==> config.mk <==
export PLATFORM = sky130hd
export DESIGN_NAME = masked_select_stage_flat
export DESIGN_NICKNAME = d
export VERILOG_FILES = /design/src/rtl/divider_pkg.sv /design/src/rtl/masked_select_stage_if.sv /design/src/rtl/masked_select_stage_flag_mask_logic.sv /design/src/rtl/masked_select_stage.sv /design/src/flat_wrapper.sv
export SDC_FILE = /design/constraint.sdc
export NUM_CORES = 1
export LEC_CHECK = 0
export ABC_AREA = 1
export BUFFER_PORTS_ARGS = -buffer_cell sky130_fd_sc_hd__buf_4
export CELL_PAD_IN_SITES_DETAIL_PLACEMENT = 1
export CELL_PAD_IN_SITES_GLOBAL_PLACEMENT = 2
export CORE_MARGIN = 10
export CORE_UTILIZATION = 29
export DETAILED_ROUTE_END_ITERATION = 10
export PLACE_DENSITY = 0.9
export SLEW_MARGIN = 20
export SYNTH_ARGS = -nofsm -noshare
export SYNTH_HDL_FRONTEND = slang
export SYNTH_SLANG_ARGS = --single-unit
==> constraint.sdc <==
create_clock -name clk -period 2.1 [get_ports clk]
set_input_delay 0.21 -clock clk [delete_from_list [all_inputs] [get_ports clk]]
set_output_delay 0.21 -clock clk [all_outputs]
set_load 0.05 [all_outputs]
==> src/rtl/divider_pkg.sv <==
// Constants and types shared by the restoring-divider datapath stages.
package divider_pkg;

  localparam int DIV_WIDTH   = 32;
  localparam int MODE_GATE   = 0;
  localparam int MODE_SELECT = 1;

  typedef enum logic [1:0] {
    OCC_EMPTY = 2'd0,
    OCC_ONE   = 2'd1,
    OCC_TWO   = 2'd2
  } occ_e;

endpackage

==> src/rtl/masked_select_stage_if.sv <==
// Handshake bundle for masked_select_stage: operand input side and result output side.
interface masked_select_stage_if
  import divider_pkg::*;
#(
  parameter int WIDTH = DIV_WIDTH
);

  logic             in_valid;
  logic             in_ready;
  logic [WIDTH-1:0] in_a;
  logic [WIDTH-1:0] in_b;
  logic             in_flag;
  logic             out_valid;
  logic             out_ready;
  logic [WIDTH-1:0] out_data;
  logic             out_flag;

  modport master (
    output in_valid, in_a, in_b, in_flag, out_ready,
    input  in_ready, out_valid, out_data, out_flag
  );

  modport slave (
    input  in_valid, in_a, in_b, in_flag, out_ready,
    output in_ready, out_valid, out_data, out_flag
  );

endinterface

==> src/rtl/masked_select_stage_flag_mask_logic.sv <==
// Combinational gate/select datapath: y = a & {flag} (gate) or flag ? a : b (select).
module flag_mask_logic
  import divider_pkg::*;
#(
  parameter int WIDTH = DIV_WIDTH,
  parameter int MODE  = MODE_GATE
) (
  input  logic [WIDTH-1:0] a,
  input  logic [WIDTH-1:0] b,
  input  logic             flag,
  output logic [WIDTH-1:0] y
);

  for (genvar gi = 0; gi < WIDTH; gi++) begin : g_bit
    if (MODE == MODE_SELECT) begin : g_sel
      assign y[gi] = flag ? a[gi] : b[gi];
    end else begin : g_gate
      assign y[gi] = a[gi] & flag;
    end
  end

  // Gate mode never looks at b; the reduction only marks it deliberately unused.
  if (MODE != MODE_SELECT) begin : g_b_pruned
    logic unused_b;
    assign unused_b = ^b;
  end

endmodule

==> src/rtl/masked_select_stage.sv <==
// Registered flag gate/select stage with a 2-entry skid buffer and a saturating
// count of accepted transactions whose flag was low.
module masked_select_stage
  import divider_pkg::*;
#(
  parameter int WIDTH = DIV_WIDTH,
  parameter int MODE  = MODE_GATE,
  parameter int CNT_W = 16
) (
  input  logic               clk,
  input  logic               rst_n,
  masked_select_stage_if.slave bus,
  input  logic               cnt_clr,
  output logic [CNT_W-1:0]   gated_cnt
);

  if (WIDTH < 1 || WIDTH > 64) begin : g_bad_width
    $fatal(1, "masked_select_stage: WIDTH=%0d outside 1..64", WIDTH);
  end
  if (MODE != MODE_GATE && MODE != MODE_SELECT) begin : g_bad_mode
    $fatal(1, "masked_select_stage: MODE=%0d is not 0 or 1", MODE);
  end
  if (CNT_W < 1) begin : g_bad_cnt
    $fatal(1, "masked_select_stage: CNT_W=%0d must be positive", CNT_W);
  end

  localparam logic [CNT_W-1:0] CNT_MAX = '1;

  logic [WIDTH-1:0] res;

  flag_mask_logic #(
    .WIDTH (WIDTH),
    .MODE  (MODE)
  ) u_mask (
    .a    (bus.in_a),
    .b    (bus.in_b),
    .flag (bus.in_flag),
    .y    (res)
  );

  occ_e             occ_q,      occ_d;
  logic [WIDTH-1:0] m_data_q,   m_data_d;
  logic             m_flag_q,   m_flag_d;
  logic [WIDTH-1:0] s_data_q,   s_data_d;
  logic             s_flag_q,   s_flag_d;
  logic             in_ready_q, in_ready_d;
  logic [CNT_W-1:0] cnt_q,      cnt_d;
  logic             in_xfer;
  logic             out_xfer;

  assign in_xfer  = bus.in_valid & in_ready_q;
  assign out_xfer = (occ_q != OCC_EMPTY) & bus.out_ready;

  always_comb begin
    occ_d    = occ_q;
    m_data_d = m_data_q;
    m_flag_d = m_flag_q;
    s_data_d = s_data_q;
    s_flag_d = s_flag_q;
    case (occ_q)
      OCC_EMPTY: begin
        if (in_xfer) begin
          m_data_d = res;
          m_flag_d = bus.in_flag;
          occ_d    = OCC_ONE;
        end
      end
      OCC_ONE: begin
        if (in_xfer && out_xfer) begin
          m_data_d = res;
          m_flag_d = bus.in_flag;
        end else if (in_xfer) begin
          s_data_d = res;
          s_flag_d = bus.in_flag;
          occ_d    = OCC_TWO;
        end else if (out_xfer) begin
          occ_d    = OCC_EMPTY;
        end
      end
      OCC_TWO: begin
        if (out_xfer) begin
          m_data_d = s_data_q;
          m_flag_d = s_flag_q;
          occ_d    = OCC_ONE;
        end
      end
      default: occ_d = OCC_EMPTY;
    endcase
    // in_ready is a flop so upstream never sees a combinational path from out_ready.
    in_ready_d = (occ_d != OCC_TWO);
  end

  always_comb begin
    cnt_d = cnt_q;
    if (cnt_clr) begin
      cnt_d = '0;
    end else if (in_xfer && !bus.in_flag && cnt_q != CNT_MAX) begin
      cnt_d = cnt_q + CNT_W'(1);
    end
  end

  always_ff @(posedge clk or negedge rst_n) begin
    if (!rst_n) begin
      occ_q      <= OCC_EMPTY;
      m_data_q   <= '0;
      m_flag_q   <= 1'b0;
      s_data_q   <= '0;
      s_flag_q   <= 1'b0;
      in_ready_q <= 1'b0;
      cnt_q      <= '0;
    end else begin
      occ_q      <= occ_d;
      m_data_q   <= m_data_d;
      m_flag_q   <= m_flag_d;
      s_data_q   <= s_data_d;
      s_flag_q   <= s_flag_d;
      in_ready_q <= in_ready_d;
      cnt_q      <= cnt_d;
    end
  end

  assign bus.in_ready  = in_ready_q;
  assign bus.out_valid = (occ_q != OCC_EMPTY);
  assign bus.out_data  = m_data_q;
  assign bus.out_flag  = m_flag_q;
  assign gated_cnt     = cnt_q;

endmodule
==> src/flat_wrapper.sv <==
// flat-port wrapper written by rule: the top's interface ports become plain ports
module masked_select_stage_flat import divider_pkg::*;
#(
  parameter int WIDTH = DIV_WIDTH,
  parameter int MODE  = MODE_GATE,
  parameter int CNT_W = 16
)
  (clk, rst_n, cnt_clr, gated_cnt, bus_in_valid, bus_in_a, bus_in_b, bus_in_flag, bus_out_ready, bus_in_ready, bus_out_valid, bus_out_data, bus_out_flag);
  masked_select_stage_if #(.WIDTH(WIDTH)) bus_i ();
  input  logic clk;
  input  logic rst_n;
  input  logic cnt_clr;
  output logic [CNT_W-1:0] gated_cnt;
  input wire logic [$bits(bus_i.in_valid)-1:0] bus_in_valid;
  input wire logic [$bits(bus_i.in_a)-1:0] bus_in_a;
  input wire logic [$bits(bus_i.in_b)-1:0] bus_in_b;
  input wire logic [$bits(bus_i.in_flag)-1:0] bus_in_flag;
  input wire logic [$bits(bus_i.out_ready)-1:0] bus_out_ready;
  output wire logic [$bits(bus_i.in_ready)-1:0] bus_in_ready;
  output wire logic [$bits(bus_i.out_valid)-1:0] bus_out_valid;
  output wire logic [$bits(bus_i.out_data)-1:0] bus_out_data;
  output wire logic [$bits(bus_i.out_flag)-1:0] bus_out_flag;
  assign bus_i.in_valid = bus_in_valid;
  assign bus_i.in_a = bus_in_a;
  assign bus_i.in_b = bus_in_b;
  assign bus_i.in_flag = bus_in_flag;
  assign bus_i.out_ready = bus_out_ready;
  assign bus_in_ready = bus_i.in_ready;
  assign bus_out_valid = bus_i.out_valid;
  assign bus_out_data = bus_i.out_data;
  assign bus_out_flag = bus_i.out_flag;
  masked_select_stage #(.WIDTH(WIDTH), .MODE(MODE), .CNT_W(CNT_W)) u_core (.clk(clk), .rst_n(rst_n), .bus(bus_i), .cnt_clr(cnt_clr), .gated_cnt(gated_cnt));
endmodule
Word level (Yosys, flattened, before mapping)
Index checks and enable logic that the tools add are counted.
Widths: inputs -> output; s select.
- input port bits: 70
- output and inout port bits: 51
- word-level logic and storage cells: 76
- bits in latches: 0
- flip-flop bits (word level): 85
- RAM bits: 0
- bits in read-only memories: 0
- memories: 0
- muxes and demuxes: 16
- bitwise gates (word level): 35
- shifts and indexed selects: 0
- $mul: 0
- add/sub/neg operators: 1
- equal/unequal tests: 7
- reduce and logical (&&, ||, !) cells: 10
- div/mod/pow operators: 0
- order comparisons: 0
- operators by type and width (kind ; number):
    $mux 32 ; 3
    $pmux 32 s3 ; 1
    $and 1x1->1 ; 34
    $mux 16 ; 2
    $add 16x1->16 const B ; 1
    $ne 16x16->1 const B ; 1
    $mux 2 ; 5
    $ne 2x1->1 const B ; 3
    $pmux 2 s3 ; 1
    $reduce_and 4->1 ; 1
    $reduce_bool 2->1 ; 2
    $logic_and 1x1->1 ; 3
    $mux 1 ; 3
    $pmux 1 s3 ; 1
    $reduce_and 3->1 ; 1
    $reduce_bool 3->1 ; 1
    $eq 2x1->1 const B ; 1
    $eq 2x2->1 const B ; 1
    $logic_not 2->1 ; 1
    $ne 2x2->1 const B ; 1
    $logic_not 1->1 ; 1
    $not 1->1 ; 1

Longest topological paths before layout
Gate-level depths: netlist (run 1).
- word-level depth: 7
- gate-level depth with buffers: 10

Hierarchy
From an unflattened synthesis (run 1), not the netlist that was laid out.
- cell total of the unflattened synthesis: 550
- area, all modules: 4214.0 um^2
- by module, submodules not included (module ; area an instance (um^2) ; instances ; cells an instance ; seq. area each (um^2)):
    masked_select_stage ; 3940.0 ; 1 ; 483 ; 2127.0
    flag_mask_logic ; 274.0 ; 1 ; 67 ; 0.0

Worst setup path after synthesis (run 1)
No wires, ideal clock.
- path kind: flip-flop to flip-flop
- from: register u_core.cnt_q[0] (netlist: u_core.gated_cnt[0])
- to: register u_core.cnt_q[2] (netlist: u_core.gated_cnt[2])
- arrival time: 1.814 ns
- period minus slack after synthesis: 1.880 ns
- setup slack: 0.220 ns
- path buffers: 1
- cell stages (with the launch flop): 11
- cell sequence: dfrtp_1 > ha_1 > nand3_2 > inv_2 > nand2_2 > nor2_4 > nor2_4 > nor2_8 > buf_6 > nand2_1 > nand2_1
- longest elaborated chain between the ends: 3
- RTL lines (element ; RTL line ; source):
    start, declared ; masked_select_stage.sv:47 ; logic [CNT_W-1:0] cnt_q, cnt_d;
    start signal, assigned ; masked_select_stage.sv:118 ; cnt_q <= cnt_d;
    $add 16x1->16 / $ne 16x16->1 (equally long branches) ; masked_select_stage.sv:98, masked_select_stage.sv:97 ;
    $mux 16 / $logic_and 1x1->1 (equally long branches) ; masked_select_stage.sv:97 ; end else if (in_xfer && !bus.in_flag && cnt_q != CNT_MAX) begin
    $mux 16 / $reduce_bool 2->1 (equally long branches) ; n/a ;
Parallel ways exist; a longest one is shown, timed or not. The select of a mux whose other input is x is not followed.
A chain may end at the register's enable or synchronous reset.

Final worst setup path (run 1)
- from: register u_core.cnt_q[0] (netlist: u_core.gated_cnt[0])
- to: register u_core.cnt_q[12] (netlist: u_core.gated_cnt[12])
The elaborated chain is that of the path after synthesis.

==> out/qor.txt, run 1 <==
clock network power share: 25.3%
setup ws final: 0.275 ns
DR WL/cell: 15.6 µm
CTS tree: yes
final net count: 637
CP endpoint kind: flip-flop
worst slew pin tran: 0.609 ns
die height: 137 µm
Fill cells: 1,599
Psw: 2.73 mW
critical path depth: 9
pwr/cell area: 1310 nW/µm²
most frequent cells in the layout: nand2_1 (188), buf_4 (93), dfrtp_1 (85)
Ant. Diodes: 0
Final Slew Violations: 0
Initial DRC Count: 153
share of cells above drive strength 1: 21.1%
Crit Path Class: flip-flop to flip-flop
Distinct cells, synth: 27
cell count of the worst hold path: 3
TritonCTS buffer count: 9
Max-Cap Viols: 0
Place WS: 0.276 ns
CP max-delay cell: dfrtp_1
Vias/cell: 4.83
Syn-to-layout area delta: 29.3%
Post-Syn Area: 3950 µm²
final period utilization: 86.9%
remaining antenna violation count: 0
largest net degree at the start of global routing: 66
Tot Pwr: 6.67 mW
CTS Buffer Depth: 2
Fin. Hold Viols: 0
commonest non-fill, non-tap cell in the layout: nand2_1
RSZ-0062 raised after global routing: no
DP Cell Count: 730
first-pass GRT wire length: 19.7 mm
Setup Skew: 0.00359 ns
Syn Inst Count: 487
GR Overflow Total: 0
P_leak: 2.56 nW
worst hold path type: input pin to flip-flop
Reg2Reg Depth: 9
chip width: 137 µm
Int Power: 3.94 mW
H-tree levels: 3
CTS root buffer: clkbuf_16
Post-Route Setup TNS: 0 ns
Post-CTS Setup Inserts: 0
post-cts sizing count: 0
CP max FO: 16
io pins: 121
Critical Path AT: 2.06 ns
DP HPWL: 8.02 mm
VDD IR max: 0.643 mV
gr usage total: 13.2%
status: finished clean
synthesized flop and latch total: 85
Final GP Congestion: 0.823
Ys Warns: 0
combinational power share: 38.0%
Clk pin slew, worst setup/hold paths: 0.06 ns
wirelength, routed: 11.6 mm
Max Fclk: 0.548 GHz
initial antenna violation count: 0
relative slew slack: 59.4%
row cnt: 42
delay-heaviest family, CP: simple AND/OR/NAND/NOR gates
Post-Syn Nets: 558
critical path required time: 2.33 ns
clock sink total: 85
vias in the first global route: 3,940
Non-Filler Instances: 744
Mapped Avg Cell Area: 8.10 µm²
minimum clock period: 1.82 ns
sequential area share after synthesis: 53.9%
hold bufs inserted after CTS: 1
Largest stage delay, worst path: 0.45 ns
Core Region: 13,300 µm²
Final Setup Violations: 0
startpoint types: flip-flop
I/O Buffers: 88
DRT Pass-1 Iters: 4
Flop pwr share: 36.7%
Switching Fraction: 40.9%
crit path buf inv count: 1
worst path cell trace: ha_1, nand3_2, inv_2, nand2_2, nor2_4, nor2_4, nor2_8, nand2_1, nand2_1
hold_ws: 0.160 ns
worst-skew pair later-pin latency: 0.34 ns
Initial Util: 29.7%
Vias: 3,590
full die area: 18,700 µm²
DR DRC count: 0
final timing paths:
path / slack, ns / from / to
max: 0.28 / u_core.gated_cnt[0]$_DFFE_PN0P_ / u_core.gated_cnt[12]$_DFFE_PN0P_
min: 0.16 / bus_in_a[26] / u_core.s_data_q[26]$_DFFE_PN0P_
min in group asynchronous: 0.39 / rst_n / u_core.s_data_q[11]$_DFFE_PN0P_
min reg2reg: 0.48 / u_core.s_data_q[11]$_DFFE_PN0P_ / u_core.s_data_q[11]$_DFFE_PN0P_
max in group asynchronous: 1.07 / rst_n / u_core.s_data_q[3]$_DFFE_PN0P_
max reg2reg: 0.28 / u_core.gated_cnt[0]$_DFFE_PN0P_ / u_core.gated_cnt[12]$_DFFE_PN0P_
per-stage QoR:
step	util [%]	instance area, µm²
global placement	36.0	4790
global route	38.4	5100
detailed placement	36.0	4790
floorplan	-	3950
CTS	38.4	5100
finish	38.4	5100
registers in the layout (all words and copies together) (netlist names):
| signal | cells |
|---|---|
| u_core.s_flag_q | 1 |
| u_core.s_data_q | 32 |
| u_core.bus.in_ready | 1 |
| u_core.bus.out_data | 32 |
| u_core.occ_q | 2 |
| u_core.gated_cnt | 16 |
| u_core.bus.out_flag | 1 |
worst min-delay path: cells and delay by family:
kind	cells	cell delay, ns
AOI/OAI and AO/OA	1	0.08
buffers and inverters	1	0.10
and+or+nand+nor	1	0.06
power by group through the flow:
stage | sequential [mW] | clock, mW | combinational, mW
after detailed placement | 2.47 | 0 | 2.59
after CTS | 2.45 | 1.74 | 2.60
after global routing | 2.51 | 1.82 | 2.78
final | 2.44 | 1.69 | 2.54
after floorplan | 3.26 | 0 | 0.888
after global placement | 2.43 | 0 | 2.51
final cells by class:
class	instances	area [µm²]	share of cell area, %
Tap cell	176	220	4.32
Clock buffer	11	243	4.76
Inverter	16	60.1	1.18
Multi-Input combinational cell	358	1640	32.2
Clock inverter	2	60.1	1.18
Timing Repair Buffer	96	748	14.7
Sequential cell	85	2130	41.7
Yosys cell counts:
library cell	count	area share, %
ha_1	1	0.32
clkbuf_1	14	1.3
or2_1	1	0.16
nor2_1	20	1.9
o21bai_1	2	0.38
nand2_1	190	18
buf_1	2	0.19
nand3_1	13	1.6
nor2_2	1	0.16
nand3_2	1	0.25
nor2_4	2	0.57
buf_2	11	1.4
nand2_2	2	0.32
inv_2	2	0.19
nand4_1	15	2.4
or2_2	1	0.16
mux2_1	1	0.29
o21ai_1	32	4.1
inv_1	14	1.3
nand3b_1	2	0.38
dfrtp_1	85	54
nor2_8	1	0.51
xor2_1	5	1.1
a31oi_1	1	0.16
buf_6	1	0.29
o31ai_1	1	0.19
o21ai_0	66	8.4
layer usage:
layer,global-route usage [%],part of all wire (%),vias up
met5,0,0,-
met1,16.3,45,1749
met4,5.68,1.8,0
li1,-,-,1746
met2,20.8,47,80
met3,3.85,5.7,15
cells by family after synthesis:
| kind of cell | after synthesis | synth area share, % |
|---|---|---|
| simple gates | 249 | 26.5 |
| compound gates | 102 | 13.2 |
| flops | 85 | 53.9 |
| buf+inv | 44 | 4.72 |
| xor+xnor | 5 | 1.11 |
| mux | 1 | 0.285 |
| fa+ha+maj | 1 | 0.317 |
(Power assumes the default switching activity.)
==> inputs of run 2 (changes only) <==
--- a/config.mk
+++ b/config.mk
@@ -9,6 +9,7 @@
 export BUFFER_PORTS_ARGS = -buffer_cell sky130_fd_sc_hd__buf_4
 export CELL_PAD_IN_SITES_DETAIL_PLACEMENT = 1
 export CELL_PAD_IN_SITES_GLOBAL_PLACEMENT = 2
+export CORE_ASPECT_RATIO = 0.8
 export CORE_MARGIN = 10
 export CORE_UTILIZATION = 29
 export DETAILED_ROUTE_END_ITERATION = 10
==> run 2 against run 1 <==
  * Non-clock buffer count decreased by 2
  * Routed wire length about the same
  * Highest routed layer unchanged
  * Final cell count increased by 0.67%
  * Global-route usage decreased by 0.11 points
  * Clock-buffer cell count decreased by 1
  * Total power increased by 0.27%
  * Combinational power about the same
  * Sequential cell count unchanged
==> out/qor.txt, run 2 (synthesis gave the netlist of run 1 again) <==
Core Region: 13,500 µm² (was 13,300 µm²)
final net count: 635 (was 637)
worst setup path endpoint: u_core.gated_cnt[3]$_DFFE_PN0P_ (was u_core.gated_cnt[12]$_DFFE_PN0P_)
Fill cells: 1,605 (was 1,599)
reg2reg start: u_core.gated_cnt[0]$_DFFE_PN0P_ (unchanged)
full die area: 18,700 µm² (about the same)
DP HPWL: 8.02 mm (about the same)
Initial Util: 29.3% (was 29.7%)
initial antenna violation count: 0 (unchanged)
startpoint types: flip-flop (unchanged)
Psw: 2.76 mW (was 2.73 mW)
Max Fclk: 0.542 GHz (was 0.548 GHz)
row cnt: 38 (was 42)
Register Area: 2130 µm² (unchanged)
Crit Path Class: flip-flop to flip-flop (unchanged)
share of cells above drive strength 1: 21.3% (was 21.1%)
most frequent cells in the layout: nand2_1 (188), buf_4 (90), dfrtp_1 (85) (was nand2_1 (188), buf_4 (93), dfrtp_1 (85))
Syn-to-layout area delta: 29.7% (was 29.3%)
die height: 124 µm (was 137 µm)
post-cts sizing count: 0 (unchanged)
final period utilization: 87.9% (was 86.9%)
minimum clock period: 1.85 ns (was 1.82 ns)
clock sink total: 85 (unchanged)
Final Slew Violations: 0 (unchanged)
combinational power share: 38.1% (was 38.0%)
Post-Route Setup TNS: 0 ns (unchanged)
Vias: 3,525 (was 3,590)
area occupied by multi-input gates: 1640 µm² (unchanged)
DR WL/cell: 15.5 µm (was 15.6 µm)
worst hold path type: input pin to flip-flop (unchanged)
Switching Fraction: 41.2% (was 40.9%)
CTS tree: yes (unchanged)
I/O Buffers: 88 (unchanged)
Int Power: 3.93 mW (was 3.94 mW)
CP endpoint kind: flip-flop (unchanged)
Tot Pwr: 6.69 mW (was 6.67 mW)
gr usage total: 13.0% (was 13.2%)
pwr/cell area: 1310 nW/µm² (about the same)
wirelength, routed: 11.6 mm (about the same)
Clk pin slew, worst setup/hold paths: 0.06 ns (about the same)
CTS Buffer Depth: 2 (unchanged)
GR Overflow Total: 0 (unchanged)
critical path required time: 2.33 ns (about the same)
Setup Skew: 0.00587 ns (was 0.00359 ns)
Fin. Hold Viols: 0 (unchanged)
P_leak: 2.55 nW (was 2.56 nW)
r2r setup slk: 0.25 ns (was 0.28 ns)
H-tree levels: 3 (unchanged)
Final Setup Violations: 0 (unchanged)
CTS root buffer: clkbuf_16 (unchanged)
Ant. Diodes: 0 (unchanged)
Critical Path AT: 2.08 ns (was 2.06 ns)
remaining antenna violation count: 0 (unchanged)
status: finished clean (unchanged)
vias in the first global route: 3,893 (was 3,940)
Reg2Reg Capture Point: u_core.gated_cnt[3]$_DFFE_PN0P_ (was u_core.gated_cnt[12]$_DFFE_PN0P_)
io pins: 121 (unchanged)
VDD IR max: 0.509 mV (was 0.643 mV)
DRT Pass-1 Iters: 4 (unchanged)
first-pass GRT wire length: 19.8 mm (was 19.7 mm)
clock network power share: 25.6% (was 25.3%)
Post-CTS Setup Inserts: 0 (unchanged)
Flop pwr share: 36.3% (was 36.7%)
CP startpoint: u_core.gated_cnt[0]$_DFFE_PN0P_ (unchanged)
Vias/cell: 4.71 (was 4.83)
relative slew slack: 60.7% (was 59.4%)
Final GP Congestion: 0.796 (was 0.823)
TritonCTS buffer count: 9 (unchanged)
Initial DRC Count: 175 (was 153)
CP max FO: 16 (unchanged)
Max-Cap Viols: 0 (unchanged)
cell count of the worst hold path: 3 (unchanged)
commonest non-fill, non-tap cell in the layout: nand2_1 (unchanged)
fin util: 38.0% (was 38.4%)
Reg2Reg Depth: 9 (unchanged)
RSZ-0062 raised after global routing: no (unchanged)
worst slew pin tran: 0.590 ns (was 0.609 ns)
DR DRC count: 0 (unchanged)
worst-skew pair later-pin latency: 0.35 ns (was 0.34 ns)
chip width: 150 µm (was 137 µm)
largest net degree at the start of global routing: 66 (unchanged)
hold bufs inserted after CTS: 1 (unchanged)
[run 2: cell types whose count changed in the layout (fill, tap and decap cells not counted), sizes merged]
cell,previous run,this run
buf,95,93
clkinv,0,1
clkbuf,11,10
clkinvlp,0,3
[run 2: worst min-delay path by stage]
stage | from | to
floorplan | rst_n | u_core.bus.in_ready$_DFF_PN0_
global placement | rst_n | u_core.s_data_q[28]$_DFFE_PN0P_
detailed placement | rst_n | u_core.s_data_q[28]$_DFFE_PN0P_
CTS | bus_in_a[3] | u_core.s_data_q[3]$_DFFE_PN0P_
global route | bus_in_a[7] | u_core.s_data_q[7]$_DFFE_PN0P_
finish | bus_in_a[3] | u_core.s_data_q[3]$_DFFE_PN0P_
[run 2: layer usage]
layer | vias up | global-route usage (%) | share of wire [%]
met5 | - | 0 | 0
met4 | 0 | 5.14 | 1.7
met3 | 16 | 3.41 | 4.3
met2 | 57 | 21.5 | 49
met1 | 1708 | 15.7 | 45
li1 | 1744 | - | -
[run 2: stage by stage]
step / cell area (µm²) / cells / hold slack [ns] / setup WS [ns]
floorplan: 3950 / 487 / -0.0856 / 0.220
global placement: 4790 / 732 / 0.217 / 0.314
detailed placement: 4790 / 732 / 0.219 / 0.251
CTS: 5120 / 749 / 0.144 / 0.238
global route: 5120 / 749 / 0.174 / 0.0967
finish: 5120 / 749 / 0.163 / 0.254
[run 2: worst max-delay path: stages, from the launching register on]
cell     delay (ns)
dfrtp_1        0.45
ha_1           0.30
nand3_2        0.13
inv_2          0.07
nand2_2        0.07
nor2_4         0.04
nor2_4         0.40
nor2_8         0.12
nand2_1        0.09
nand2_1        0.06
[run 2: area by class of cell]
type | instances | area share (%)
clock buffers | 10 | 4.47
multi-input cells | 358 | 32.1
inverters | 16 | 1.17
flip-flops and latches | 85 | 41.6
repair buffers | 94 | 14.6
well taps | 180 | 4.40
clock inverters | 6 | 1.71
[run 2: power by group through the flow]
stage / clock network [mW] / logic, mW / registers, mW
floorplan: 0 / 0.888 / 3.26
detailed placement: 0 / 2.60 / 2.45
global route: 1.83 / 2.82 / 2.49
finish: 1.71 / 2.55 / 2.42
CTS: 1.77 / 2.61 / 2.43
global placement: 0 / 2.52 / 2.42
==> inputs of run 3 (changes only) <==
--- a/config.mk
+++ b/config.mk
@@ -6,7 +6,7 @@
 export NUM_CORES = 1
 export LEC_CHECK = 0
 export ABC_AREA = 1
-export BUFFER_PORTS_ARGS = -buffer_cell sky130_fd_sc_hd__buf_4
+export BUFFER_PORTS_ARGS = -buffer_cell sky130_fd_sc_hd__buf_2
 export CELL_PAD_IN_SITES_DETAIL_PLACEMENT = 1
 export CELL_PAD_IN_SITES_GLOBAL_PLACEMENT = 2
 export CORE_ASPECT_RATIO = 0.8
==> run 3 against run 2 <==
  * Register-to-register slack barely moved
  * Die area did not move
  * Global-route usage fell by 0.49 points
  * Fmax rose by 0.11%
  * Final area fell by 3.8%
  * Highest routed layer unchanged
==> out/qor.txt, run 3 (synthesis gave the netlist of run 1 again) <==
worst-skew pair later-pin latency: 0.34 ns (was 0.35 ns)
final period utilization: 87.8% (was 87.9%)
Initial DRC Count: 134 (was 175)
DRT Pass-1 Iters: 4 (unchanged)
Initial Util: 29.3% (unchanged)
chip width: 150 µm (unchanged)
CP max FO: 16 (unchanged)
gr usage total: 12.6% (was 13.0%)
CTS root buffer: clkbuf_16 (unchanged)
Max Fclk: 0.542 GHz (about the same)
RSZ-0062 raised after global routing: no (unchanged)
Post-Route Setup TNS: 0 ns (unchanged)
CTS tree: yes (unchanged)
clock network power share: 27.1% (was 25.6%)
combinational power share: 36.1% (was 38.1%)
io pins: 121 (unchanged)
TritonCTS buffer count: 9 (unchanged)
pwr/cell area: 1330 nW/µm² (was 1310 nW/µm²)
Max-Cap Viols: 0 (unchanged)
I/O Buffers: 88 (unchanged)
Clk pin slew, worst setup/hold paths: 0.06 ns (about the same)
Final Setup Violations: 0 (unchanged)
first-pass GRT wire length: 19.3 mm (was 19.8 mm)
DP HPWL: 8.05 mm (was 8.02 mm)
initial antenna violation count: 0 (unchanged)
GR Overflow Total: 0 (unchanged)
setup ws final: 0.256 ns (was 0.254 ns)
Setup Skew: 0.00591 ns (was 0.00587 ns)
final net count: 637 (was 635)
row cnt: 38 (unchanged)
Flop pwr share: 36.8% (was 36.3%)
wire length on met3: 570 µm (was 503 µm)
vias in the first global route: 3,814 (was 3,893)
worst slew pin tran: 0.625 ns (was 0.590 ns)
CTS Buffer Depth: 2 (unchanged)
Metal-1 WL: 5.30 mm (was 5.26 mm)
Design Area, Final: 4920 µm² (was 5120 µm²)
P_leak: 2.53 nW (was 2.55 nW)
Final GP Congestion: 0.810 (was 0.796)
share of cells above drive strength 1: 21.7% (was 21.3%)
Vias: 3,499 (was 3,525)
Routed met2 length: 5.37 mm (was 5.67 mm)
Fin. Hold Viols: 0 (unchanged)
CP endpoint kind: flip-flop (unchanged)
startpoint types: flip-flop (unchanged)
Place WS: 0.256 ns (was 0.251 ns)
Psw: 2.71 mW (was 2.76 mW)
remaining antenna violation count: 0 (unchanged)
Ant. Diodes: 0 (unchanged)
Critical Path AT: 2.07 ns (was 2.08 ns)
minimum clock period: 1.84 ns (was 1.85 ns)
clock sink total: 85 (unchanged)
DR DRC count: 0 (unchanged)
die height: 124 µm (unchanged)
Post-CTS Setup Inserts: 0 (unchanged)
Switching Fraction: 41.5% (was 41.2%)
top layer in use: met4 (unchanged)
most frequent cells in the layout: nand2_1 (188), buf_2 (87), dfrtp_1 (85) (was nand2_1 (188), buf_4 (90), dfrtp_1 (85))
full die area: 18,700 µm² (unchanged)
Vias/cell: 4.66 (was 4.71)
critical path required time: 2.33 ns (about the same)
largest net degree at the start of global routing: 66 (unchanged)
Final Slew Violations: 0 (unchanged)
relative slew slack: 58.3% (was 60.7%)
Int Power: 3.82 mW (was 3.93 mW)
worst hold path type: input pin to flip-flop (unchanged)
DR WL/cell: 15.2 µm (was 15.5 µm)
Core Region: 13,500 µm² (unchanged)
VDD IR max: 0.453 mV (was 0.509 mV)
Syn-to-layout area delta: 24.7% (was 29.7%)
Area after DPL: 4580 µm² (was 4790 µm²)
status: finished clean (unchanged)
commonest non-fill, non-tap cell in the layout: nand2_1 (unchanged)
wirelength, routed: 11.4 mm (was 11.6 mm)
H-tree levels: 3 (unchanged)
Crit Path Class: flip-flop to flip-flop (unchanged)
[run 3: routing by layer]
| metal | vias to the layer above | track usage [%] |
|---|---|---|
| met5 | - | 0 |
| met4 | 0 | 4.34 |
| met3 | 10 | 4.10 |
| met2 | 56 | 20.0 |
| met1 | 1687 | 15.5 |
| li1 | 1746 | - |
[run 3: repair_timing]
| item | 4_1_cts | 5_1_grt |
|---|---|---|
| hold buffers | 1 | 0 |
| gates resized for setup | 0 | 0 |
| endpoints found under the hold margin | 44 | 0 |
[run 3: layout make-up]
type	count	area [µm²]
clock buffers	11	253
inverters	16	60.1
well taps	180	225
multi-input cells	358	1640
clock inverters	5	82.6
repair buffers	96	531
fillers	1617	8530
flip-flops and latches	85	2130
[run 3: critical path, cell delays in order (launching register included)]
cell and delay [ns]:
dfrtp_1 0.45, ha_1 0.31, nand3_2 0.13, inv_2 0.07
nand2_2 0.07, nor2_4 0.04, nor2_4 0.38, nor2_8 0.12
nand2_1 0.09, nand2_1 0.06
[run 3: path summary, 6_finish.rpt]
kind | from | to | slack, ns | cells after the start
worst max-delay path | u_core.gated_cnt[0]$_DFFE_PN0P_ | u_core.gated_cnt[3]$_DFFE_PN0P_ | 0.26 | 9
worst min-delay path | bus_in_a[29] | u_core.s_data_q[29]$_DFFE_PN0P_ | 0.15 | 3
worst max register to register | u_core.gated_cnt[0]$_DFFE_PN0P_ | u_core.gated_cnt[3]$_DFFE_PN0P_ | 0.26 | 9
worst min register to register | u_core.s_data_q[29]$_DFFE_PN0P_ | u_core.s_data_q[29]$_DFFE_PN0P_ | 0.48 | 2
max in group asynchronous | rst_n | u_core.bus.in_ready$_DFF_PN0_ | 1.01 | 3
min in group asynchronous | rst_n | u_core.bus.out_data[30]$_DFFE_PN0P_ | 0.42 | 2
[run 3: power groups by stage]
stage | clock network [mW] | registers, mW | logic [mW]
after floorplan | 0 | 3.26 | 0.888
after global placement | 0 | 2.41 | 2.33
after detailed placement | 0 | 2.44 | 2.39
after CTS | 1.84 | 2.41 | 2.40
after global routing | 1.90 | 2.47 | 2.62
final | 1.77 | 2.41 | 2.36
[run 3: through the flow]
stage / cells / hold slack (ns) / util (%) / power [mW]
2_1_floorplan: 487 / -0.0856 / - / 4.15
3_3_place_gp: 734 / 0.261 / 34.0 / 4.73
3_5_place_dp: 734 / 0.279 / 34.0 / 4.84
4_1_cts: 751 / 0.143 / 36.6 / 6.66
5_1_grt: 751 / 0.156 / 36.6 / 6.99
6_report: 751 / 0.155 / 36.6 / 6.53
